**config.mk**
```make
export PLATFORM = sky130hd
export DESIGN_NAME = mcp_mem_port_flat
export DESIGN_NICKNAME = d
export VERILOG_FILES = /design/src/rtl/mcp_mem_port_if.sv /design/src/rtl/mcp_mem_port.sv /design/src/flat_wrapper.sv
export SDC_FILE = /design/constraint.sdc
export NUM_CORES = 1
export LEC_CHECK = 0
export ABC_CLOCK_PERIOD_IN_PS = 1480
export BUFFER_PORTS_ARGS = -buffer_cell sky130_fd_sc_hd__buf_2
export CORE_MARGIN = 4
export CORE_UTILIZATION = 26
export CTS_BUF_LIST = sky130_fd_sc_hd__clkbuf_16
export DETAILED_ROUTE_END_ITERATION = 6
export PLACE_DENSITY_LB_ADDON = 0.12
export SKIP_CTS_REPAIR_TIMING = 1
export SYNTH_ARGS = -nofsm -noshare
export SYNTH_HDL_FRONTEND = slang
export SYNTH_SLANG_ARGS = --single-unit
export TNS_END_PERCENT = 20
```
**constraint.sdc**
```tcl
create_clock -name clk_i -period 1.48 [get_ports clk_i]
set_input_delay 0.296 -clock clk_i [delete_from_list [all_inputs] [get_ports clk_i]]
set_output_delay 0.296 -clock clk_i [all_outputs]
set_load 0.01 [all_outputs]
```
**src/rtl/mcp_mem_port_if.sv**
```systemverilog
`default_nettype none
// ============================================================================
// Module   : mcp_mem_port_if
// Brief    : Memory-side req/ack bus between mcp_mem_port and external memory.
// Revision : 1.0 - initial release
// ============================================================================
interface mcp_mem_port_if #(
  parameter int DATA_W = 32
);
  logic              mem_req_o;
  logic              mem_we_o;
  logic [DATA_W-1:0] mem_addr_o32;
  logic [DATA_W-1:0] mem_wdata_o32;
  logic              mem_ack_i;
  logic [DATA_W-1:0] mem_rdata_i32;

  modport master (
    output mem_req_o,
    output mem_we_o,
    output mem_addr_o32,
    output mem_wdata_o32,
    input  mem_ack_i,
    input  mem_rdata_i32
  );

  modport slave (
    input  mem_req_o,
    input  mem_we_o,
    input  mem_addr_o32,
    input  mem_wdata_o32,
    output mem_ack_i,
    output mem_rdata_i32
  );
endinterface
`default_nettype wire

```
**src/rtl/mcp_mem_port.sv**
```systemverilog
`default_nettype none
// ============================================================================
// Module   : mcp_mem_port
// Brief    : Unified I/D memory port for the multicycle MIPS core; owns IR/MDR.
// Revision : 1.0 - initial release
// ============================================================================
module mcp_mem_port #(
  parameter int DATA_W  = 32,
  parameter int TIMEOUT = 15
) (
  input  logic              clk_i,
  input  logic              reset_ni,
  input  logic [DATA_W-1:0] pc_i32,
  input  logic [DATA_W-1:0] alu_out_i32,
  input  logic [DATA_W-1:0] wdata_i32,
  input  logic              instr_or_data_i,
  input  logic              instr_we_i,
  input  logic              enable_wmem_i,
  input  logic              mem_rd_i,
  output logic              stall_o,
  output logic [DATA_W-1:0] instr_o32,
  output logic [DATA_W-1:0] data_o32,
  output logic              bus_err_o,
  mcp_mem_port_if.master    mem
);

  localparam int CNT_W = (TIMEOUT > 1) ? $clog2(TIMEOUT) : 1;
  localparam logic [CNT_W-1:0] c_cnt_last = CNT_W'(TIMEOUT - 1);

  typedef enum logic [1:0] {
    ST_IDLE = 2'd0,
    ST_REQ  = 2'd1,
    ST_DONE = 2'd2
  } state_t;

  typedef enum logic [1:0] {
    OP_FETCH = 2'd0,
    OP_LOAD  = 2'd1,
    OP_STORE = 2'd2
  } op_t;

  state_t            r_state;
  state_t            w_state_nxt;
  op_t               r_op;
  op_t               w_op_sel;
  logic [CNT_W-1:0]  r_cnt;
  logic              r_req;
  logic              r_we;
  logic              r_bus_err;
  logic [DATA_W-1:0] r_addr;
  logic [DATA_W-1:0] r_wdata;
  logic [DATA_W-1:0] r_ir;
  logic [DATA_W-1:0] r_mdr;

  logic w_any_req;
  logic w_illegal;
  logic w_accept;
  logic w_ack_take;
  logic w_timeout;
  logic w_stall;

  assign w_any_req = instr_we_i | enable_wmem_i | mem_rd_i;
  // A fetch and a store in the same cycle is a controller bug: run the fetch, flag it.
  assign w_illegal = instr_we_i & enable_wmem_i;

  always_comb begin
    w_op_sel = OP_STORE;
    if (instr_we_i) begin
      w_op_sel = OP_FETCH;
    end else if (mem_rd_i) begin
      w_op_sel = OP_LOAD;
    end
  end

  always_ff @(posedge clk_i or negedge reset_ni) begin
    if (!reset_ni) begin
      r_state <= ST_IDLE;
    end else begin
      r_state <= w_state_nxt;
    end
  end

  always_comb begin
    w_state_nxt = r_state;
    w_stall     = 1'b0;
    w_accept    = 1'b0;
    w_ack_take  = 1'b0;
    w_timeout   = 1'b0;
    case (r_state)
      ST_IDLE: begin
        if (w_any_req) begin
          w_stall     = 1'b1;
          w_accept    = 1'b1;
          w_state_nxt = ST_REQ;
        end
      end
      ST_REQ: begin
        w_stall = 1'b1;
        if (mem.mem_ack_i) begin
          w_ack_take  = 1'b1;
          w_state_nxt = ST_DONE;
        end else if (r_cnt == c_cnt_last) begin
          w_timeout   = 1'b1;
          w_state_nxt = ST_DONE;
        end
      end
      ST_DONE: begin
        w_state_nxt = ST_IDLE;
      end
      default: begin
        w_state_nxt = ST_IDLE;
      end
    endcase
  end

  always_ff @(posedge clk_i or negedge reset_ni) begin
    if (!reset_ni) begin
      r_op      <= OP_FETCH;
      r_cnt     <= '0;
      r_req     <= 1'b0;
      r_we      <= 1'b0;
      r_bus_err <= 1'b0;
      r_addr    <= '0;
      r_wdata   <= '0;
      r_ir      <= '0;
      r_mdr     <= '0;
    end else begin
      if (w_accept) begin
        r_addr  <= instr_or_data_i ? alu_out_i32 : pc_i32;
        r_wdata <= wdata_i32;
        r_req   <= 1'b1;
        r_we    <= (w_op_sel == OP_STORE);
        r_op    <= w_op_sel;
        if (w_illegal) begin
          r_bus_err <= 1'b1;
        end
      end
      if (w_ack_take) begin
        r_req <= 1'b0;
        r_we  <= 1'b0;
        if (r_op == OP_FETCH) begin
          r_ir <= mem.mem_rdata_i32;
        end
        if (r_op == OP_LOAD) begin
          r_mdr <= mem.mem_rdata_i32;
        end
      end
      if (w_timeout) begin
        r_req     <= 1'b0;
        r_we      <= 1'b0;
        r_bus_err <= 1'b1;
      end
      // Counter runs only while waiting; it is cleared once the access leaves REQ.
      if (r_state == ST_REQ) begin
        if (!w_ack_take && !w_timeout) begin
          r_cnt <= r_cnt + CNT_W'(1);
        end
      end else begin
        r_cnt <= '0;
      end
    end
  end

  assign stall_o           = w_stall;
  assign instr_o32         = r_ir;
  assign data_o32          = r_mdr;
  assign bus_err_o         = r_bus_err;
  assign mem.mem_req_o     = r_req;
  assign mem.mem_we_o      = r_we;
  assign mem.mem_addr_o32  = r_addr;
  assign mem.mem_wdata_o32 = r_wdata;

endmodule
`default_nettype wire

```
**src/flat_wrapper.sv**
```systemverilog
// flat-port wrapper written by rule: the top's interface ports become plain ports
module mcp_mem_port_flat 
#(
  parameter int DATA_W  = 32,
  parameter int TIMEOUT = 15
)
  (clk_i, reset_ni, pc_i32, alu_out_i32, wdata_i32, instr_or_data_i, instr_we_i, enable_wmem_i, mem_rd_i, stall_o, instr_o32, data_o32, bus_err_o, mem_mem_req_o, mem_mem_we_o, mem_mem_addr_o32, mem_mem_wdata_o32, mem_mem_ack_i, mem_mem_rdata_i32);
  mcp_mem_port_if #(.DATA_W(DATA_W)) mem_i ();
  input  logic clk_i;
  input  logic reset_ni;
  input  logic [DATA_W-1:0] pc_i32;
  input  logic [DATA_W-1:0] alu_out_i32;
  input  logic [DATA_W-1:0] wdata_i32;
  input  logic instr_or_data_i;
  input  logic instr_we_i;
  input  logic enable_wmem_i;
  input  logic mem_rd_i;
  output logic stall_o;
  output logic [DATA_W-1:0] instr_o32;
  output logic [DATA_W-1:0] data_o32;
  output logic bus_err_o;
  output wire logic [$bits(mem_i.mem_req_o)-1:0] mem_mem_req_o;
  output wire logic [$bits(mem_i.mem_we_o)-1:0] mem_mem_we_o;
  output wire logic [$bits(mem_i.mem_addr_o32)-1:0] mem_mem_addr_o32;
  output wire logic [$bits(mem_i.mem_wdata_o32)-1:0] mem_mem_wdata_o32;
  input wire logic [$bits(mem_i.mem_ack_i)-1:0] mem_mem_ack_i;
  input wire logic [$bits(mem_i.mem_rdata_i32)-1:0] mem_mem_rdata_i32;
  assign mem_mem_req_o = mem_i.mem_req_o;
  assign mem_mem_we_o = mem_i.mem_we_o;
  assign mem_mem_addr_o32 = mem_i.mem_addr_o32;
  assign mem_mem_wdata_o32 = mem_i.mem_wdata_o32;
  assign mem_i.mem_ack_i = mem_mem_ack_i;
  assign mem_i.mem_rdata_i32 = mem_mem_rdata_i32;
  mcp_mem_port #(.DATA_W(DATA_W), .TIMEOUT(TIMEOUT)) u_core (.clk_i(clk_i), .reset_ni(reset_ni), .pc_i32(pc_i32), .alu_out_i32(alu_out_i32), .wdata_i32(wdata_i32), .instr_or_data_i(instr_or_data_i), .instr_we_i(instr_we_i), .enable_wmem_i(enable_wmem_i), .mem_rd_i(mem_rd_i), .stall_o(stall_o), .instr_o32(instr_o32), .data_o32(data_o32), .bus_err_o(bus_err_o), .mem(mem_i));
endmodule
```
==> results of run 1 <==
## cells by family (layout without fill, tap and decap cells)
logic type | Yosys count | count (layout) | synth area share [%]
compound gates | 13 | 13 | 1.415
simple gates | 20 | 20 | 2.276
xor+xnor | 1 | 1 | 0.1547
fa+ha+maj | 2 | 2 | 0.4419
flops | 139 | 139 | 61.44
buf+inv | 23 | 331 | 2.077
mux | 162 | 162 | 32.20
## final cells by class
class                   instances  area [µm²]  share of cell area, %
inverters                       6       22.52                 0.2721
repair buffers                293        1675                  20.24
well taps                     275       344.1                  4.157
clock inverters                15       220.2                  2.660
clock buffers                  17       425.4                  5.139
flip-flops and latches        139        3480                  42.03
multi-input cells             198        2111                  25.50
## final timing paths
kind / startpoint / end / slack, ps / cells past startpoint
worst max-delay path: u_core.r_state[0]$_DFFE_PN0P_ / stall_o / -150 / 4
worst min-delay path: wdata_i32[25] / u_core.mem.mem_wdata_o32[25]$_DFFE_PN0P_ / 110 / 2
worst max register to register: u_core.r_state[0]$_DFFE_PN0P_ / u_core.instr_o32[11]$_DFFE_PN0P_ / -130 / 6
worst min register to register: u_core.instr_o32[17]$_DFFE_PN0P_ / u_core.instr_o32[17]$_DFFE_PN0P_ / 490 / 1
max in group asynchronous: reset_ni / u_core.mem.mem_addr_o32[23]$_DFFE_PN0P_ / 570 / 3
min in group asynchronous: reset_ni / u_core.instr_o32[19]$_DFFE_PN0P_ / 320 / 2
## synth_stat cells (3+ instances only)
| cell type | instances | area share [%] |
|---|---|---|
| sky130_fd_sc_hd__mux2_2 | 159 | 32 |
| sky130_fd_sc_hd__o21ai_0 | 4 | 0.35 |
| sky130_fd_sc_hd__a31oi_1 | 3 | 0.33 |
| sky130_fd_sc_hd__buf_2 | 7 | 0.62 |
| sky130_fd_sc_hd__nor2_1 | 5 | 0.33 |
| sky130_fd_sc_hd__inv_1 | 6 | 0.40 |
| sky130_fd_sc_hd__buf_1 | 3 | 0.20 |
| sky130_fd_sc_hd__buf_4 | 6 | 0.80 |
| sky130_fd_sc_hd__dfrtp_1 | 139 | 61 |
| sky130_fd_sc_hd__nand2_1 | 4 | 0.27 |
## metal layers
| metal | global-route usage [%] | wire, µm | part of all wire, % |
|---|---|---|---|
| met3 | 5.576 | 1545 | 10 |
| met1 | 13.91 | 6055 | 40 |
| met2 | 20.29 | 7461 | 49 |
| met4 | 4.043 | 229 | 1.5 |
| met5 | 0 | 0 | 0 |
## power by group through the flow
stage                     Clock (mW)  Sequential, mW  Combinational [mW]
after global routing            5.01            6.86                7.66
after floorplan                    0            7.54                2.95
after CTS                       4.80            6.66                6.98
final                           4.63            6.62                7.03
after global placement             0            6.64                6.83
after detailed placement           0            6.69                6.96
## placed cells by master (no fill, tap or decap), types with 2 or more instances in the layout
| master | n |
|---|---|
| sky130_fd_sc_hd__bufinv_16 | 5 |
| sky130_fd_sc_hd__buf_12 | 6 |
| sky130_fd_sc_hd__clkbuf_16 | 19 |
| sky130_fd_sc_hd__nand2_1 | 4 |
| sky130_fd_sc_hd__dfrtp_1 | 138 |
| sky130_fd_sc_hd__buf_2 | 265 |
| sky130_fd_sc_hd__o21ai_0 | 4 |
| sky130_fd_sc_hd__clkinv_1 | 2 |
| sky130_fd_sc_hd__buf_4 | 13 |
| sky130_fd_sc_hd__inv_6 | 3 |
| sky130_fd_sc_hd__inv_1 | 5 |
| sky130_fd_sc_hd__nand3_1 | 2 |
| sky130_fd_sc_hd__buf_6 | 5 |
| sky130_fd_sc_hd__nand4b_1 | 2 |
| sky130_fd_sc_hd__mux2_2 | 159 |
| sky130_fd_sc_hd__clkinvlp_4 | 3 |
| sky130_fd_sc_hd__a31oi_1 | 3 |
| sky130_fd_sc_hd__nor2b_1 | 2 |
| sky130_fd_sc_hd__nor2_1 | 5 |
## through the flow
step	utilization, %	std cells	total power, mW	setup TNS (ps)
2_1_floorplan	-	360	10.49	-5403
3_3_place_gp	35.32	905	13.47	-7061
3_5_place_dp	35.32	905	13.64	-10610
4_1_cts	38.36	937	18.44	-12440
5_1_grt	39.01	943	19.53	-17170
6_report	39.01	943	18.29	-9678
## critical path: stages, from the launching register on
cell                      delay, ps
sky130_fd_sc_hd__dfrtp_2        430
sky130_fd_sc_hd__buf_4          150
sky130_fd_sc_hd__nor3_4         130
sky130_fd_sc_hd__a21oi_2         70
sky130_fd_sc_hd__buf_2          140
## registers in the layout, summed over array words and instances (netlist names)
register,flops
u_core.mem.mem_addr_o32,32
u_core.r_state,2
u_core.data_o32,32
u_core.mem.mem_we_o,1
u_core.bus_err_o,1
u_core.r_cnt,4
u_core.mem.mem_req_o,1
u_core.r_op,2
u_core.instr_o32,32
u_core.mem.mem_wdata_o32,32
==> flow_summary.json, run 1 <==
{
  "clock_tree.root_cell": "sky130_fd_sc_hd__clkbuf_16",
  "p_leak_nw": 3.971,
  "worstPathMaxFanout": 4,
  "htree_num_levels": 4,
  "floorplan.die.width_um": 155.6,
  "grt_start_max_net_pins": 53,
  "timing_worst_slew_pin_value_ps": 329.5,
  "nNetsFinal": 792,
  "async_flop_share_pct": 100.0,
  "fillCellCount": 2074,
  "swShare_pct": 31.71,
  "category_of_the_worst_setup_path_capture_point": "output port",
  "synthesis.area_per_instance_um2": 15.73,
  "maxSlewViolCount": 0,
  "detail_route.drc_violations": 0,
  "grt_pass1_wl_um": 22930,
  "drt_first_pass_iters": 4,
  "placementRows": 53,
  "power.share.sequential_pct": 36.2,
  "dpl_cell_area_um2": 7495,
  "die_height_um": 155.6,
  "post-route-min-period_ps": 1634,
  "grt_pass1_vias": 4351,
  "io_pins": 267,
  "worst_ir_drop_vdd_v": 0.0008524,
  "area_of_the_core_um2": 21220,
  "total_switching_power_mw": 5.799,
  "grt_util_all_layers_pct": 12.16,
  "cp.required_ps": 1180,
  "proportion_of_power_drawn_by_the_clock_network_pct": 25.3,
  "cts_tree": "done",
  "floorplan.initialDensity_pct": 26.68,
  "timing.fmax_mhz": 611.9,
  "clock_insertion_delay_worst_skew_ps": 410,
  "grt_antenna_before_repair": 0,
  "startpoint_type": "flop",
  "drt_iter0_markers": 99,
  "synth.lib_cells_used.distinct": 27,
  "synth_sequential_area_ratio_pct": 61.44,
  "cp.arrival_ps": 1340,
  "grt.overflow.total": 0,
  "antenna_nets_post_route": 0,
  "num_antenna_cells": 0,
  "mappedNetlistNets": 497,
  "synth-main-ff-cell": "sky130_fd_sc_hd__dfrtp_1",
  "wl_um": 15290,
  "post-route-worst-setup-slack_ps": -154.3,
  "die_area_um2": 24200,
  "postSynthCellCount": 360,
  "clock-skew-final_ps": 6.435,
  "place_hpwl_um": 11280,
  "power_per_cell_area_nw_per_um2": 2209,
  "warnings_synthesis": 0,
  "worst_hold_slack_ps": 113.1,
  "count_of_input_and_output_buffers": 266,
  "worst_setup_hold_path_clk_slew_ps": 60,
  "hold_viol_final": 0,
  "drt-vias-per-instance": 4.319,
  "p_comb_share_pct": 38.5,
  "status": "complete, but fails checks",
  "avgRoutedWirePerCell_um": 16.22,
  "final-setup-viol-count": 126,
  "postSynthRegisterBits": 139,
  "violated_checks": "negative setup slack",
  "synth-edff-count": 0,
  "gp_congestion": 0.8178,
  "timing.max_slew.rel_slack_pct": 78.04,
  "detailroute.via_count": 4073,
  "layout-drive-gt1-share_pct": 73.35,
  "min_path_type": "in -> reg",
  "max_cap_violations": 0,
  "setup.worst_path.class": "reg -> out",
  "numCtsBuffers": 17,
  "dpl_worst_slack_ps": -126.9,
  "layout_worst_path_cycle_share_pct": 110.4,
  "syn_area_um2": 5662,
  "rsz0062_at_grt": "yes",
  "cts_max_path_buffers": 2,
  "numClockSinks": 139,
  "internal-power_mw": 12.49,
  "final_cell_area_excluding_filler_cells_um2": 8278,
  "layout-area-overhead-vs-synth_pct": 46.21
}
Power figures use the tool's default switching activity.
==> inputs of run 2 (changes only) <==
--- a/config.mk
+++ b/config.mk
@@ -7,6 +7,7 @@
 export LEC_CHECK = 0
 export ABC_CLOCK_PERIOD_IN_PS = 1480
 export BUFFER_PORTS_ARGS = -buffer_cell sky130_fd_sc_hd__buf_2
+export CORE_ASPECT_RATIO = 2
 export CORE_MARGIN = 4
 export CORE_UTILIZATION = 26
 export CTS_BUF_LIST = sky130_fd_sc_hd__clkbuf_16
==> flow_summary.json, run 2 (synthesis results as in run 1) <==
{
  "startpoint_type": "flop",
  "leading_cell_type_in_the_layout_fill_and_taps_excluded": "sky130_fd_sc_hd__buf_2",
  "rsz0062_at_grt": "yes",
  "avgRoutedWirePerCell_um": 17.34,
  "cp.arrival_ps": 1900,
  "violated_checks": "negative setup slack",
  "cpPeakStageDelay_ps": 460,
  "max_cap_violations": 0,
  "floorplan.die.width_um": 112.3,
  "cts_max_path_buffers": 2,
  "clock_insertion_delay_worst_skew_ps": 420,
  "category_of_the_worst_setup_path_capture_point": "flop",
  "clock-skew-final_ps": 3.183,
  "worst_setup_hold_path_clk_slew_ps": 60,
  "layout-area-overhead-vs-synth_pct": 45.52,
  "worstPathMaxFanout": 46,
  "post-route-min-period_ps": 1595,
  "status": "complete, but fails checks",
  "hold_viol_final": 0,
  "internal-power_mw": 12.00,
  "setup-tns-final_ps": -11070,
  "nNetsFinal": 791,
  "min_path_type": "in -> reg",
  "grt_pass1_wl_um": 24550,
  "area_of_the_core_um2": 21490,
  "grt.met1_usage_pct": 12.11,
  "numClockSinks": 139,
  "layout_worst_path_cycle_share_pct": 107.8,
  "drt_iter0_markers": 83,
  "count_of_input_and_output_buffers": 266,
  "timing_worst_slew_pin_value_ps": 324.1,
  "clock_tree.root_cell": "sky130_fd_sc_hd__clkbuf_16",
  "post-route-worst-setup-slack_ps": -115.4,
  "worst_hold_slack_ps": 106.3,
  "floorplan.initialDensity_pct": 26.34,
  "power_per_cell_area_nw_per_um2": 2173,
  "num_antenna_cells": 0,
  "grt_pass1_vias": 4552,
  "layout.cells.most_common_list": "265 x sky130_fd_sc_hd__buf_2, 138 x sky130_fd_sc_hd__dfrtp_1, 129 x sky130_fd_sc_hd__mux2_2, 32 x sky130_fd_sc_hd__mux2_4, 18 x sky130_fd_sc_hd__clkbuf_16",
  "detail_route.drc_violations": 0,
  "grt.met3_usage_pct": 3.716,
  "antenna_nets_post_route": 0,
  "die_area_um2": 24340,
  "worst_hold_startpoint": "wdata_i32[13]",
  "drt-vias-per-instance": 4.344,
  "gp_congestion": 0.7626,
  "rrSetupSlack_ps": -120,
  "detailroute.via_count": 4083,
  "grt_util_all_layers_pct": 13.18,
  "setup.worst_path.class": "reg -> reg",
  "worst_ir_drop_vdd_v": 0.0009433,
  "regToRegStartpoint": "u_core.r_state[0]$_DFFE_PN0P_",
  "grt_most_used_layer": "met2",
  "die_height_um": 216.7,
  "timing.critical_path.buf_inv": 1,
  "proportion_of_power_drawn_by_the_clock_network_pct": 21.6,
  "power.share.sequential_pct": 37.6,
  "grt_start_max_net_pins": 47,
  "maxSlewViolCount": 0,
  "cp_top_family": "flip-flops",
  "drt_first_pass_iters": 4,
  "grt_antenna_before_repair": 1,
  "numCtsBuffers": 17,
  "slowest_stage": "sky130_fd_sc_hd__dfrtp_2",
  "wl_um": 16300,
  "total_switching_power_mw": 5.900,
  "placementRows": 76,
  "holdPathEnd": "u_core.mem.mem_wdata_o32[13]$_DFFE_PN0P_",
  "globalRouteMet2Util_pct": 25.53,
  "timing.max_slew.rel_slack_pct": 78.11,
  "cp.required_ps": 1780,
  "worstRegToRegCells": 4,
  "timing.fmax_mhz": 626.8,
  "cts_tree": "done",
  "place_hpwl_um": 12440,
  "layout-drive-gt1-share_pct": 72.71,
  "htree_num_levels": 4,
  "p_comb_share_pct": 40.8,
  "min_path_cells": 2,
  "timing.critical_path.cells": "nor2_1 > o31ai_4 > buf_12 > mux2_2",
  "critical_path.reg2reg.endpoint": "u_core.mem.mem_wdata_o32[15]$_DFFE_PN0P_",
  "io_pins": 267,
  "final-setup-viol-count": 130,
  "dpl_worst_slack_ps": -156.8,
  "grt.overflow.total": 0,
  "p_leak_nw": 4.011,
  "swShare_pct": 32.96
}
run 2: layout make-up:
type / count / area [µm²]
Fill cell: 2199 / 13250
Sequential cell: 139 / 3480
Multi-Input combinational cell: 198 / 2205
Timing Repair Buffer: 292 / 1657
Clock buffer: 17 / 425.4
Tap cell: 273 / 341.6
Clock inverter: 15 / 108.9
Inverter: 6 / 22.52
run 2: power by group through the flow:
stage	registers, mW	clock network, mW	logic, mW
after detailed placement	6.79	0	6.95
final	6.73	3.86	7.31
after global placement	6.73	0	6.84
after global routing	6.98	4.18	7.89
after CTS	6.74	4.03	6.96
after floorplan	7.54	0	2.95
run 2: worst reg2reg max path, delay by kind of cell (launching register included):
kind / cells / cell delay, ps
DFF: 1 / 460
muxes: 1 / 350
buffers and inverters: 1 / 210
AOI/OAI and AO/OA: 1 / 150
and+or+nand+nor: 1 / 310
run 2: layer usage:
metal  share of wire [%]  up-vias
li1                    -     1869
met1                  32     2024
met2                  59      162
met3                 6.1       26
met4                 3.1        2
met5               0.092        -
run 2: stage by stage:
| stage | cell area, µm² | utilization [%] | cells | power, mW |
|---|---|---|---|---|
| global route | 8239 | 38.34 | 940 | 19.05 |
| floorplan | 5662 | - | 360 | 10.49 |
| finish | 8239 | 38.34 | 940 | 17.90 |
| detailed placement | 7480 | 34.80 | 903 | 13.75 |
| CTS | 8014 | 37.29 | 935 | 17.74 |
| global placement | 7480 | 34.80 | 903 | 13.57 |
run 2: worst max-delay path by stage:
stage / end / startpoint / cells after the start / slack [ps]
final: u_core.mem.mem_wdata_o32[15]$_DFFE_PN0P_ / u_core.r_state[0]$_DFFE_PN0P_ / 4 / -120
after global routing: stall_o / u_core.r_state[0]$_DFFE_PN0P_ / 3 / -180
after CTS: stall_o / u_core.r_state[0]$_DFFE_PN0P_ / 3 / -230
after detailed placement: u_core.instr_o32[15]$_DFFE_PN0P_ / u_core.r_state[0]$_DFFE_PN0P_ / 4 / -160
after global placement: u_core.data_o32[24]$_DFFE_PN0P_ / u_core.r_state[0]$_DFFE_PN0P_ / 4 / -130
after floorplan: u_core.instr_o32[12]$_DFFE_PN0P_ / u_core.r_state[1]$_DFFE_PN0P_ / 4 / -80
